<file path="config.mk">
export PLATFORM = sky130hd
export DESIGN_NAME = seg_display_scheduler
export DESIGN_NICKNAME = d
export VERILOG_FILES = /design/src/rtl/seg_display_scheduler.sv
export SDC_FILE = /design/constraint.sdc
export NUM_CORES = 1
export LEC_CHECK = 0
export CORE_MARGIN = 2
export CORE_UTILIZATION = 44
export CTS_BUF_LIST = sky130_fd_sc_hd__clkbuf_4 sky130_fd_sc_hd__clkbuf_8
export DETAILED_ROUTE_END_ITERATION = 16
export PLACE_DENSITY = 0.67
export SLEW_MARGIN = 20
export SYNTH_ARGS = -nofsm -noshare
export SYNTH_HDL_FRONTEND = slang
export SYNTH_SLANG_ARGS = --single-unit
</file>
<file path="constraint.sdc">
create_clock -name clk -period 4 [get_ports clk]
set_input_delay 0.8 -clock clk [delete_from_list [all_inputs] [get_ports clk]]
set_output_delay 0.8 -clock clk [all_outputs]
set_load 0.005 [all_outputs]
</file>
<file path="src/rtl/seg_display_scheduler.sv">
// -----------------------------------------------------------------------------
// seg_display_scheduler
//
// Time-shares one six-digit 7-segment readout between N_SRC status sources.
// Each source's latest 24-bit value is captured on its valid strobe. The shown
// source rotates through the enabled set, either after DWELL cycles (auto mode)
// or on a manual advance pulse. All outputs are registered.
//
// Ports:
//   clk         system clock
//   rst         synchronous reset, active-high
//   src_value   packed source values, source i in bits [24*i+23:24*i]
//   src_valid   per-source capture strobe
//   src_enable  per-source participation in the rotation
//   mode_auto   1 = dwell-timed rotation, 0 = manual advance only
//   next_pulse  single-cycle advance request (already debounced)
//   freeze      holds captures, rotation and the dwell counter
//   disp_value  value for the 7-segment decoder (0 while blank)
//   disp_sel    index of the source currently shown
//   disp_blank  no source enabled
//   disp_new    one-cycle pulse in the first cycle disp_sel shows a new index
// -----------------------------------------------------------------------------
module seg_display_scheduler #(
  parameter int N_SRC = 4,
  parameter int DWELL = 50000000,
  parameter int SEL_W = 2
) (
  input  logic                  clk,
  input  logic                  rst,
  input  logic [24*N_SRC-1:0]   src_value,
  input  logic [N_SRC-1:0]      src_valid,
  input  logic [N_SRC-1:0]      src_enable,
  input  logic                  mode_auto,
  input  logic                  next_pulse,
  input  logic                  freeze,
  output logic [23:0]           disp_value,
  output logic [SEL_W-1:0]      disp_sel,
  output logic                  disp_blank,
  output logic                  disp_new
);

  localparam int DW_W = (DWELL > 2) ? $clog2(DWELL) : 1;
  localparam logic [DW_W-1:0] DWELL_LAST = DW_W'(DWELL - 1);

  typedef enum logic {
    ST_BLANK = 1'b0,
    ST_SHOW  = 1'b1
  } state_t;

  state_t            state_r;
  state_t            state_next_s;
  logic [SEL_W-1:0]  sel_r;
  logic [SEL_W-1:0]  sel_next_s;
  logic [DW_W-1:0]   dwell_cnt_r;
  logic [DW_W-1:0]   dwell_next_s;
  logic [23:0]       cap_r      [N_SRC];
  logic [23:0]       cap_next_s [N_SRC];
  logic              any_en_s;
  logic              expire_s;
  logic              adv_s;

  // Returns the first enabled index at or after start (incl=1) or strictly
  // after start (incl=0), wrapping modulo N_SRC. In the exclusive search the
  // last offset examined is start itself, so a lone enabled source maps back
  // onto itself and the selection does not change.
  function automatic logic [SEL_W-1:0] find_enabled(
    input logic [N_SRC-1:0] en,
    input logic [SEL_W-1:0] start,
    input logic             incl
  );
    logic [SEL_W-1:0] res;
    logic [SEL_W-1:0] idx;
    logic             found;
    int               off;
    int               tmp;
    res   = start;
    found = 1'b0;
    off   = incl ? 32'sd0 : 32'sd1;
    for (int k = 0; k < N_SRC; k++) begin
      tmp = int'(start) + k + off;
      if (tmp >= N_SRC) begin
        tmp = tmp - N_SRC;
      end else begin
        tmp = tmp;
      end
      idx = SEL_W'(tmp);
      if (!found && en[idx]) begin
        res   = idx;
        found = 1'b1;
      end else begin
        found = found;
      end
    end
    return res;
  endfunction

  // Next capture value per source; freeze blocks every capture.
  always_comb begin
    for (int i = 0; i < N_SRC; i++) begin
      if (src_valid[i] && !freeze) begin
        cap_next_s[i] = src_value[24*i +: 24];
      end else begin
        cap_next_s[i] = cap_r[i];
      end
    end
  end

  // Capture registers for the latest value of each source.
  always_ff @(posedge clk) begin
    if (rst) begin
      for (int i = 0; i < N_SRC; i++) begin
        cap_r[i] <= 24'h000000;
      end
    end else begin
      for (int i = 0; i < N_SRC; i++) begin
        cap_r[i] <= cap_next_s[i];
      end
    end
  end

  // Next state, advance decision and next selection.
  always_comb begin
    any_en_s     = |src_enable;
    expire_s     = mode_auto && (dwell_cnt_r == DWELL_LAST);
    adv_s        = 1'b0;
    sel_next_s   = sel_r;
    state_next_s = any_en_s ? ST_SHOW : ST_BLANK;
    if (!any_en_s) begin
      // Blanking keeps the last selection so re-enabling resumes there.
      sel_next_s = sel_r;
    end else if (state_r == ST_BLANK) begin
      sel_next_s = find_enabled(src_enable, sel_r, 1'b1);
    end else if (!freeze && (next_pulse || expire_s || !src_enable[sel_r])) begin
      // All advance causes collapse into a single step.
      adv_s      = 1'b1;
      sel_next_s = find_enabled(src_enable, sel_r, 1'b0);
    end else begin
      sel_next_s = sel_r;
    end
  end

  // Dwell counter next value. mode_auto=0 forces zero ahead of freeze so a
  // 0->1 mode switch always starts a full dwell.
  always_comb begin
    dwell_next_s = dwell_cnt_r;
    if ((state_r == ST_BLANK) || !any_en_s) begin
      dwell_next_s = {DW_W{1'b0}};
    end else if (!mode_auto) begin
      dwell_next_s = {DW_W{1'b0}};
    end else if (freeze) begin
      dwell_next_s = dwell_cnt_r;
    end else if (adv_s) begin
      dwell_next_s = {DW_W{1'b0}};
    end else begin
      dwell_next_s = dwell_cnt_r + {{(DW_W-1){1'b0}}, 1'b1};
    end
  end

  // FSM state, selection, dwell counter and registered display outputs.
  always_ff @(posedge clk) begin
    if (rst) begin
      state_r     <= ST_BLANK;
      sel_r       <= {SEL_W{1'b0}};
      dwell_cnt_r <= {DW_W{1'b0}};
      disp_value  <= 24'h000000;
      disp_sel    <= {SEL_W{1'b0}};
      disp_blank  <= 1'b1;
      disp_new    <= 1'b0;
    end else begin
      state_r     <= state_next_s;
      sel_r       <= sel_next_s;
      dwell_cnt_r <= dwell_next_s;
      disp_sel    <= sel_next_s;
      disp_new    <= (sel_next_s != sel_r);
      disp_blank  <= (state_next_s == ST_BLANK);
      // Reading the next capture value lets a fresh capture on the shown
      // source appear on the same edge that registers it.
      case (state_next_s)
        ST_BLANK: disp_value <= 24'h000000;
        ST_SHOW:  disp_value <= cap_next_s[sel_next_s];
        default:  disp_value <= 24'h000000;
      endcase
    end
  end

endmodule

</file>
==> run summary, run 1 <==
In this run, the number of DRC markers left after iteration 0 of detailed routing was 388. The run gives 0 as the total count of hold-check failures in the final report. In this run, post-CTS hold repair placed 0 buffers. Measured along the y axis, the die boundary spans 123 um.

Counting I/O delays and the setup requirement, the final critical path takes 3340 ps. The number of enable-type register cells in the synthesized netlist was 0; the full die area was 15,200 sq um. In this run, the combinational gates consume 17.7% of the power. The final critical path takes up 83.6% of the cycle. The site row count was 43. Broken down by cell family, the worst path's largest delay share belongs to compound AO/OA/AOI/OAI gates. The sum of net half-perimeters after detailed placement was 10.7 mm; the detailed-route vias per instance was 5.15. In this design, the stage delay of the slowest critical-path cell is 590 ps. The startpoint of the worst hold path was cap_r[2][4]. Leading cell type by number of instances after synthesis: dfxtp_1. The worst hold path belongs to the class reg -> reg.

Switching power share of the total: 25.2%. Largest driver fanout on the critical path: 30. The critical path contains buffers and inverters numbering 2 combined. For the clock sink count, the log shows 151. In this run the cell area measured after placement is 7780 sq um. Wires add up to 15.6 mm.

The share of layout cells above drive strength 1 is 10.1%. The run gives 13,900 sq um as the area of the core. TritonCTS built the clock tree. The part of the Yosys area used for sequential elements was 48.2%; the number of input and output port buffers inserted was 136. The synthesized area per cell is 9.93 sq um. The critical path starts at src_enable[3]. The tools report the data required time at the worst endpoint as 4370 ps. Post-detailed-route DRC marker count: 0. The critical path start-end classification is in -> reg. The wire length of the first global-routing pass is 23.7 mm, and the insertion delay of the later-clocked pin in the worst-skew pair is 450 ps. After synthesis, the netlist uses 51 different library cells. After detailed routing, the average wire length per cell comes to 16.4 um.

The root buffer cell was clkbuf_8. The final number of max-transition violations is 0, and the count of yosys warnings during synthesis is 0. The number of filler cells placed in the layout was 1,233; the pin slew with the least headroom to its limit was 1020 ps. After the last flow step, the layout net total stands at 866. Dividing total power by cell area gives a power density of 413 nW/um^2. The endpoint type of the worst setup path was a register. After synthesis, the most frequently instantiated cells are dfxtp_1 (151), nor2_1 (135), mux2i_1 (96), clkbuf_1 (29), mux2_2 (28).

The logs give 4 for the count of TritonRoute iterations in the first routing pass and 34.4% for the clock share of power. The number of antenna diodes in the final layout is 0. The number of clock buffers added by TritonCTS is 17. Across the routed clock network, the largest skew measured is 10.7 ps. The initial antenna violation count was 0. The peak supply drop was 266 uV; the starting density of the core was 45.2%. Static leakage power: 3.37 nW. The worst reg2reg path startpoint was sel_r[1]. From left edge to right edge, the die measures 123 um.

Slowest stage cell on the critical path: or4_4. The cell type with the largest total area after synthesis is dfxtp_1. After synthesis, the cell types taking the most area are dfxtp_1 (48%), mux2i_1 (15%), nor2_1 (8.1%). In the synthesized netlist the async set-or-reset flop fraction comes to 0%. The number of global-route vias before repair is 4,793, and the count of mapped cells out of synthesis is 632. Counting flops and latches in the post-synthesis netlist gives 151. Entering global routing, the biggest net connects 100 pins. The weighted congestion at the end of routability-driven global placement came out at 0.873.

For the count of max-cap constraint violations, the log shows 0. The longest clock path from root to sink contains 2 buffers. Number of buffers inserted by post-CTS setup repair: 0. The remaining antenna violation count was 0. The post-synthesis net count is 742. Setup violations remaining at the end of the flow were counted as 0. The tools report the number of gates resized after cts as 0.

The tightest slew margin relative to the limit was 32.3%; the aggregate global routing overflow was 0. Setup repair after global routing left no endpoint under its margin. After routing, the total negative slack on setup checks comes to 0 ps.

For this run, the leading register cell type out of synthesis is dfxtp_1. Data arrives at the worst endpoint at 3710 ps. The run finished with clean final reports. The H-tree generated during clock tree synthesis spans 4 levels. Total standard cell area after synthesis: 6280 sq um. The cell-internal power was 0.00252 W.

Total vias in the final route: 4,891. The top cell type by area accounts for 48.2% of the synthesized area. The worst register-to-register path has a setup slack of 840 ps.

STA classifies the critical path startpoint as a primary input. The logs give 20.5% for the combined global-route utilization of all metal layers and 137 for the boundary pin count. Timing would allow up to 299 MHz.

The critical path goes through clkdlybuf4s50_1 > mux2_2 > a221oi_2 > a31oi_1 > or4_4 > a21oi_4 > buf_12 > mux2_2 > o22ai_1. After clock tree synthesis, the clock-pin slew on the worst setup and hold paths is 70 ps. The finished cells cover 8170 sq um.

Relative to the synthesized area, the layout overhead comes to 30.2%. In this design, the critical path's most frequently occurring cell is mux2_2. Switching power of the nets: 0.000852 W. In this run, flip-flops and latches consume 47.9% of the power.
## power by group through the flow
stage / Clock (W) / Combinational (W) / Sequential [W]
final: 0.00116 / 0.000599 / 0.00162
after floorplan: 0 / 0.000341 / 0.00164
after global routing: 0.00124 / 0.000645 / 0.00162
after detailed placement: 0 / 0.000600 / 0.00165
after CTS: 0.00119 / 0.000603 / 0.00162
after global placement: 0 / 0.000593 / 0.00165
## layer usage
metal	vias up	routed length (um)	GRT usage (%)
li1	2422	-	-
met1	2300	7080	26.2
met2	146	7190	32.2
met3	23	952	5.17
met4	0	352	10.2
met5	-	0	0
## layout by cell type, fill, tap and decap left out, types with 2 or more instances in the layout
master,Yosys,routed
buf_12,0,2
clkbuf_8,0,19
o21ai_0,8,8
a21oi_1,8,8
o31ai_1,2,2
nand3b_1,2,2
clkdlybuf4s50_1,0,135
bufinv_16,0,2
nand2b_1,8,4
and3_1,3,3
xor2_1,9,9
mux2i_1,96,96
inv_1,9,9
clkinvlp_4,0,2
mux2_2,28,28
nor2b_1,5,5
nand2b_2,0,4
dfxtp_1,151,151
nor2_1,135,135
or3_1,5,5
and4_1,2,2
nand2_1,14,14
a21boi_0,2,2
nor3_1,7,7
nand4_1,8,8
nor4b_1,2,2
mux2_1,22,22
clkbuf_4,1,4
clkinv_2,0,5
buf_4,2,8
nand3_1,7,7
xnor2_1,13,13
o22ai_1,26,26
## kinds of logic (layout without fill, tap and decap cells)
kind of cell	Yosys count	count (layout)	synth area share, %
flip-flops	151	151	48.2
buffers and inverters	49	186	3.59
adder cells (fa/ha/maj)	1	1	0.199
multiplexers	146	146	24.3
AO/OA/AOI/OAI	58	58	6.04
XOR/XNOR	22	22	3.07
AND/OR/NAND/NOR	205	205	14.7
## registers in the layout, summed over array words and instances (netlist names)
signal,flops
sel_r,2
disp_new,1
disp_blank,1
state_r,1
cap_r,96
disp_value,24
dwell_cnt_r,26
## stage by stage
stage,total power (W),setup slack (ps),util [%],hold slack (ps),instances
6_report,0.00338,657,58.9,490,949
5_1_grt,0.00351,582,58.9,520,949
4_1_cts,0.00341,718,58.9,495,949
3_5_place_dp,0.00225,251,56.0,478,917
3_3_place_gp,0.00224,321,56.0,466,917
2_1_floorplan,0.00198,946,-,453,632
## final cells by class
type                            count  area, sq um  share of cell area [%]
Inverter                            9         33.8                   0.413
Multi-Input combinational cell    432         3050                    37.3
Clock buffer                       23          292                    3.57
Tap cell                          180          225                    2.76
Timing Repair Buffer              145         1450                    17.8
Sequential cell                   151         3020                    37.0
Clock inverter                      9          100                    1.23
## worst min-delay path, cell delays in order, from the launching register on
cell and delay [ps]:
dfxtp_1 310, mux2i_1 70, nor2_1 80
## path summary, 6_finish.rpt
kind	end	cells after the start
setup / recovery	disp_value[7]	9
hold / removal	cap_r[2][4]	2
setup reg to reg	disp_value[7]	8
hold reg to reg	cap_r[2][4]	2
No activity file was read; power rests on OpenSTA's default activity.
==> run 2, diff against run 1 <==
- clock period: 4 -> 3.1 ns (I/O delays scaled with it)
==> run 2 against run 1 <==
  * Sequential power rose by 28%
  * Critical endpoint is now disp_value[22]
  * First-iteration DRC count fell by 15%
  * Non-clock buffer count rose by 25
  * Die area did not move
  * Register-to-register slack got worse by 580 ps
  * Cell count rose by 2.6%
  * Sequential cell count did not move
  * Clock power rose by 47%
  * Sequential share of layout area fell by 1.3 points
  * Worst hold slack got worse by 36 ps
  * Count of clock-buffer cells in the layout fell by 4
  * Via count rose by 1.0%
==> run summary, run 2 (synthesis results as in run 1) <==
The run finished with clean final reports. The clock share of power was 37.1% (+2.7 points). The tools report the data arrival at the endpoint of the critical path as 3350 ps (-360 ps). For the count of hold-fix buffers inserted at cts, the log shows 0 (unchanged). The power share of the sequential group came out at 45.1% (-2.8 points). The power density over the cells is 545 nW/um^2 (+32%).

The number of input and output port buffers inserted came out at 136 (unchanged). The endpoint of the most critical register-to-register path was disp_value[22]. For the cell total after placement, the log shows 942 (+2.7%).

The critical path in this run is classified as in -> reg. Die extent in x: 123 um (unchanged). For the post-route non-filler standard cell count, the log shows 974 (+2.6%).

The tools report the reg2reg setup slack as 260 ps (-580 ps). The number of buffers inserted by post-CTS setup repair is 0 (unchanged). The run gives 0.00350 W (+39%) as the cell-internal power. The boundary pin count is 137 (unchanged), and the combined global-route utilization of all metal layers is 20.9% (+0.36 points). For the full die area, the log shows 15,200 sq um (unchanged).

The path with the worst hold slack has its endpoint at state_r. The insertion delay of the later-clocked pin in the worst-skew pair was 450 ps (about the same); the setup skew after layout was 12.3 ps (+1.57 ps). Number of buffers inserted during clock tree synthesis: 17 (unchanged). The tools report the initial antenna violation count as 0 (unchanged).

The highest attainable clock frequency came out at 336 MHz. The total count of hold-check failures in the final report is 0 (unchanged), and the total vias in the final route is 4,940 (+1.0%). TritonCTS built the clock tree. The data required time at the worst endpoint was 3470 ps (-900 ps). Setup repair after global routing left no endpoint under its margin.

STA classifies the critical path startpoint as a primary input. The run gives 24.4 mm (+3.0%) as the wire length of the first global-routing pass. Floorplan die height: 123 um (unchanged).

The site row count was 43 (unchanged); the share of layout cells above drive strength 1 was 13.0% (+2.8 points). The tightest slew margin relative to the limit came out at 30.5% (-1.7 points). The number of H-tree levels came out at 4 (unchanged). The type of the most critical hold path is in -> reg. Remaining antenna violation count: 0 (unchanged). For the setup-violating endpoint count in the final report, the log shows 0 (unchanged). The logs give 100 (unchanged) for the maximum number of pins on one net before global-route repair and 151 (unchanged) for the clock sink count. The flip-flop count of the largest register, all copies and words added is 96 (unchanged). The final number of max-transition violations came out at 0 (unchanged). The largest registers in the layout are cap_r: 96 flops, dwell_cnt_r: 26 flops, disp_value: 24 flops. The sum of net half-perimeters after detailed placement is 11.1 mm (+4.0%), and the buffering stage count on the worst path with inverters included is 2 (unchanged).

The post-detailed-route wirelength per cell works out to 16.1 um (-2.0%). The aggregate global routing overflow is 0 (unchanged), and the maximum single-stage delay on the critical path is 550 ps (-40 ps). The count of TritonRoute iterations in the first routing pass is 4 (unchanged).

The post-route standard cell area excluding fillers was 8470 sq um (+3.7%); the number of instances on the worst hold path was 2 (unchanged). The detailed-route wire length is 15.7 mm (+0.58%). The tree is rooted in a clkbuf_8. The largest driver fanout on the critical path was 8 (-73%). The number of cells on the worst reg-to-reg path works out to 8 (unchanged). Number of nets in the layout: 891 (+2.9%).

Walking the worst path, the cells encountered are clkdlybuf4s50_1 > mux2_2 > a221oi_2 > a31oi_1 > or4_4 > a21oi_4 > buf_4 > mux2_1 > o22ai_1. The peak supply drop came out at 287 uV (+8.0%). The tools report the number of antenna repair diodes as 0 (unchanged).

The static leakage power was 3.54 nW (+4.9%). The startpoint identified for the worst hold timing path is rst. In the layout the commonest cells are dfxtp_1 (151), nor2_1 (135), clkdlybuf4s50_1 (135), mux2i_1 (96), buf_4 (29). The detailed-route vias per instance was 5.07 (-1.6%).

The kind of cell with the highest combined delay along the critical path is compound AO/OA/AOI/OAI gates. After layout, the worst path uses 96.0% of the clock period. The run gives 328 (-15%) as the number of design-rule violations left by the first detailed-router iteration. Count of max-cap constraint violations: 0 (unchanged).

The register with the most flip-flops in the final layout is cap_r. The tools report the worst reg2reg path startpoint as sel_r[1]. The tools report the switching power of the nets as 0.00112 W (+31%). The switching power share of the total came out at 24.3% (-0.98 points).

The minimum clock period after layout was 2980 ps. The largest individual stage delay along the critical path comes from the cell or4_4. The combinational cell fraction of total power is 17.9% (+0.2 points), and the post-detailed-route DRC marker count is 0 (unchanged). The endpoint type of the worst setup path was a register. The total placed instance area came out at 8020 sq um (+3.1%). The starting density of the core was 45.2% (unchanged).

Register clock-pin slew on the reported worst setup and hold paths: 80 ps (about the same). The number of gates resized after cts was 0 (unchanged). Maximum buffer depth of the clock tree: 2 (unchanged). For the area of the core, the log shows 13,900 sq um (unchanged).

Number of global-route vias before repair: 4,885 (+1.9%). Pin slew with the least headroom to its limit: 1040 ps (+26.1 ps). The library cell used most frequently in the layout, excluding fill and tap cells, is dfxtp_1.

The total negative slack for setup checks was 0 ps (unchanged). Compared with the post-synthesis result, the final layout area differs by 35.0%. The weighted congestion at the end of routability-driven global placement is 0.898 (+2.8%).
-- run 2: cell count changes in the layout (fill, tap and decap cells not counted) --
cell,before,now
buf_12,2,6
buf_4,8,29
bufinv_16,2,5
clkbuf_4,4,1
clkbuf_8,19,18
clkinv_2,5,4
clkinv_4,0,2
-- run 2: through the flow --
stage	hold slack [ps]	worst slack [ps]	total power [W]	util [%]
floorplan	453	226	0.00256	-
global placement	465	-218	0.00294	57.8
detailed placement	478	-307	0.00295	57.8
CTS	431	137	0.00465	61.1
global route	441	22.5	0.00479	61.1
finish	454	123	0.00462	61.1
-- run 2: cell type report --
| cell class | instances | area [sq um] |
|---|---|---|
| Fill cell | 1175 | 5410 |
| Inverter | 9 | 33.8 |
| Multi-Input combinational cell | 432 | 3050 |
| Timing Repair Buffer | 170 | 1690 |
| Clock inverter | 13 | 203 |
| Sequential cell | 151 | 3020 |
| Clock buffer | 19 | 255 |
| Tap cell | 180 | 225 |
-- run 2: worst max-delay path by stage --
stage                  start             end  slack, ps  cells after the start
2_1_floorplan  src_enable[1]  disp_value[15]        230                     10
4_1_cts        src_enable[1]  disp_value[22]        140                      9
3_3_place_gp   src_enable[1]  disp_value[20]       -220                      9
6_report       src_enable[3]  disp_value[22]        120                      9
3_5_place_dp   src_enable[1]  disp_value[22]       -310                      9
5_1_grt            mode_auto  disp_value[22]         20                      9
-- run 2: metal layers --
metal  wire, um  global-route usage [%]  vias to the layer above
met5          0                       0                        -
met4        270                    7.32                        0
met3       1030                    7.15                       21
met2       7090                    32.9                      122
met1       7270                    26.7                     2314
li1           -                       -                     2483
-- run 2: power groups by stage --
stage	clock, W	sequential, W	combinational (W)
3_3_place_gp	0	0.00212	0.000815
6_report	0.00171	0.00208	0.000826
4_1_cts	0.00174	0.00208	0.000830
2_1_floorplan	0	0.00212	0.000440
5_1_grt	0.00182	0.00209	0.000886
3_5_place_dp	0	0.00213	0.000825
==> run 3, diff against run 2 <==
- REMOVE_ABC_BUFFERS: not set -> 1
==> run 3 against run 2 <==
  * Sequential power about the same
  * Critical path depth is the same
  * Sequential cell count is the same
  * First-iteration DRC count grew 10%
  * Register-to-register slack better by 120 ps
  * Cell count down 0.21%
  * Wire length increased by 1.0%
  * Clock power shrank 12%
  * Clock skew is 1.7 ps higher
  * Cell area shrank 1.0%
  * Largest cell class unchanged
==> run summary, run 3 (synthesis results as in run 1) <==
The run finished with clean final reports. Power density over the cells: 525 nW/um^2 (-3.6%). The switching power share of the total was 25.3% (+1.1 points); the data arrival at the endpoint of the critical path was 3240 ps (-110 ps).

The die extent in x was 123 um (unchanged); the post-route non-filler standard cell count was 972 (-0.21%). Largest register by flop count: cap_r. The number of gates resized after cts was 0 (unchanged); the remaining antenna violation count was 0 (unchanged).

Post-detailed-route DRC marker count: 0 (unchanged). The tools report the clock share of power as 34.3% (-2.8 points). The logs give 15,200 sq um (unchanged) for the full die area and 137 (unchanged) for the boundary pin count.

The pin slew with the least headroom to its limit came out at 1030 ps (-11.2 ps). The worst register-to-register path begins at sel_r[1]. For the cell-internal power, the log shows 0.00329 W (-6.0%).

STA classifies the critical path endpoint as a register. The number of instances on the worst hold path is 2 (unchanged), and the count of max-cap constraint violations is 0 (unchanged). For the site row count, the log shows 43 (unchanged). The wire length of the first global-routing pass came out at 25.0 mm (+2.6%). The final critical-path share of the clock period is 92.4% (-3.6 points).

TritonCTS built the clock tree. The cell total after placement was 939 (-0.32%). The tools report the setup-violating endpoint count in the final report as 0 (unchanged).

Critical path start-end classification: in -> reg. The area of the core was 13,900 sq um (unchanged); the number of input and output port buffers inserted was 136 (unchanged). Flip-flop count of the largest register, all copies and words added: 96 (unchanged). The tools report the sum of net half-perimeters after detailed placement as 11.1 mm (-0.10%). The setup skew after layout came out at 14.0 ps (+1.74 ps). STA classifies the critical path startpoint as a primary input. The clock sink count was 151 (unchanged); the number of buffers inserted during clock tree synthesis was 17 (unchanged). The highest attainable clock frequency came out at 349 MHz (+3.9%). Number of global-route vias before repair: 5,162 (+5.7%). The detailed-route vias per instance came out at 5.11 (+0.67%). The layer flagged by global routing as most heavily used is met2.

The combined global-route utilization of all metal layers came out at 21.5% (+0.64 points). Setup repair after global routing left no endpoint under its margin. The final number of max-transition violations is 0 (unchanged). The final cell utilization of the core was 60.4% (-0.64 points); the total vias in the final route was 4,963 (+0.47%). The data required time at the worst endpoint is 3470 ps (about the same).

Compared with the post-synthesis result, the final layout area differs by 33.6%. The number of cells on the worst reg-to-reg path was 8 (unchanged). Number of nets in the layout: 888 (-0.34%). The run gives 45.2% (unchanged) as the starting density of the core. The worst hold path begins at cap_r[3][20].

The start point of the critical path was src_enable[3]. The logs give 1,195 (+1.7%) for the number of filler cells placed in the layout and 0 (unchanged) for the aggregate global routing overflow. For the peak supply drop, the log shows 502 uV (+75%). The count of TritonRoute iterations in the first routing pass is 4 (unchanged), and the maximum number of pins on one net before global-route repair is 100 (unchanged). The switching power of the nets was 0.00112 W (-0.47%); the post-detailed-route wirelength per cell was 16.3 um (+1.2%). The total area of sequential cells came out at 3020 sq um (unchanged).

The initial antenna violation count was 1 (+1); the weighted congestion at the end of routability-driven global placement was 0.802 (-11%). The total negative slack for setup checks is 0 ps (unchanged), and the total count of hold-check failures in the final report is 0 (unchanged). The run gives 31.3% (+0.75 points) as the tightest slew margin relative to the limit. The most common cell after layout, fill and taps aside is dfxtp_1.

The logs give 8.99% (+1.8 points) for the met3 usage and 47.3% (+2.2 points) for the power share of the sequential group. The number of design-rule violations left by the first detailed-router iteration was 361 (+10%); the detailed-route wire length was 15.8 mm (+1.0%). The number of H-tree levels was 4 (unchanged).

The run gives 440 ps (about the same) as the insertion delay of the later-clocked pin in the worst-skew pair. The share of layout cells above drive strength 1 came out at 12.6% (-0.33 points). The maximum buffer depth of the clock tree came out at 2 (unchanged).

The logs give 24.5% (-2.2 points) for the global-route met1 utilization and 3.50 nW (-1.1%) for the static leakage power. The count of hold-fix buffers inserted at cts was 0 (unchanged); the floorplan die height was 123 um (unchanged). The largest registers in the layout are cap_r: 96 flops, dwell_cnt_r: 26 flops, disp_value: 24 flops.

The register clock-pin slew on the reported worst setup and hold paths is 80 ps (about the same). The top cell types in the final layout, fill and taps aside, are dfxtp_1 (151), nor2_1 (135), clkdlybuf4s50_1 (135), mux2i_1 (96), mux2_2 (28). The tools report the root buffer cell as clkbuf_8.

The combinational cell fraction of total power is 18.4% (+0.5 points). The number of buffers inserted by post-CTS setup repair is 0 (unchanged), and the multi-input gate area in the final layout is 3050 sq um (unchanged). Largest driver fanout on the critical path: 35 (+27).

In this run the worst hold path is classified as reg -> reg. The met2 track utilization from global routing was 36.3% (+3.4 points); the minimum clock period after layout was 2860 ps (-112 ps).
==> run 3: changes by cell type in the layout (fill, tap and decap cells not counted) <==
cell        delta
clkinvlp_4     -1
buf_12         -1
clkbuf_8       +1
clkbuf_4       +2
inv_6          +3
clkinv_2       -1
buf_4          -2
clkinv_4       -1
bufinv_16      -3
diode_2        +1
==> run 3: power by group through the flow <==
| stage | Sequential, W | Clock, W | Combinational, W |
|---|---|---|---|
| floorplan | 0.00212 | 0 | 0.000386 |
| global placement | 0.00212 | 0 | 0.000797 |
| detailed placement | 0.00213 | 0 | 0.000810 |
| CTS | 0.00208 | 0.00154 | 0.000815 |
| global route | 0.00209 | 0.00163 | 0.000874 |
| finish | 0.00208 | 0.00151 | 0.000810 |
==> run 3: metal layers <==
layer  vias up  wire length [um]
met2       119              7630
met5         -                 0
met3        19              1230
met4         0               248
met1      2350              6720
li1       2475                 -
==> run 3: final timing paths <==
path	endpoint	slack (ps)
max	disp_value[2]	240
min	cap_r[3][20]	490
max reg2reg	disp_value[2]	380
min reg2reg	cap_r[3][20]	490
==> run 3: through the flow <==
stage | total power, W | area (sq um) | setup slack [ps] | hold WS (ps)
5_1_grt | 0.00459 | 8380 | 125 | 496
2_1_floorplan | 0.00251 | 6080 | -726 | 453
3_3_place_gp | 0.00292 | 7980 | -167 | 466
4_1_cts | 0.00444 | 8380 | 252 | 484
3_5_place_dp | 0.00294 | 7980 | -205 | 480
6_report | 0.00440 | 8390 | 235 | 491
==> run 3: cell type report <==
| class | instances | share of cell area (%) |
|---|---|---|
| multi-input combinational | 432 | 36.3 |
| sequential | 151 | 36.0 |
| timing repair buffer | 167 | 19.7 |
| clock buffer | 22 | 3.39 |
| tap | 180 | 2.69 |
| clock inverter | 10 | 1.40 |
| inverter | 9 | 0.403 |
| antenna | 1 | 0.0298 |
==> run 3: critical path: stages <==
cell             delay (ps)
clkdlybuf4s50_1         420
mux2_2                  290
a221oi_2                230
a31oi_1                  90
or4_4                   560
a21oi_4                 230
buf_12                  250
mux2_2                  360
o22ai_1                 160
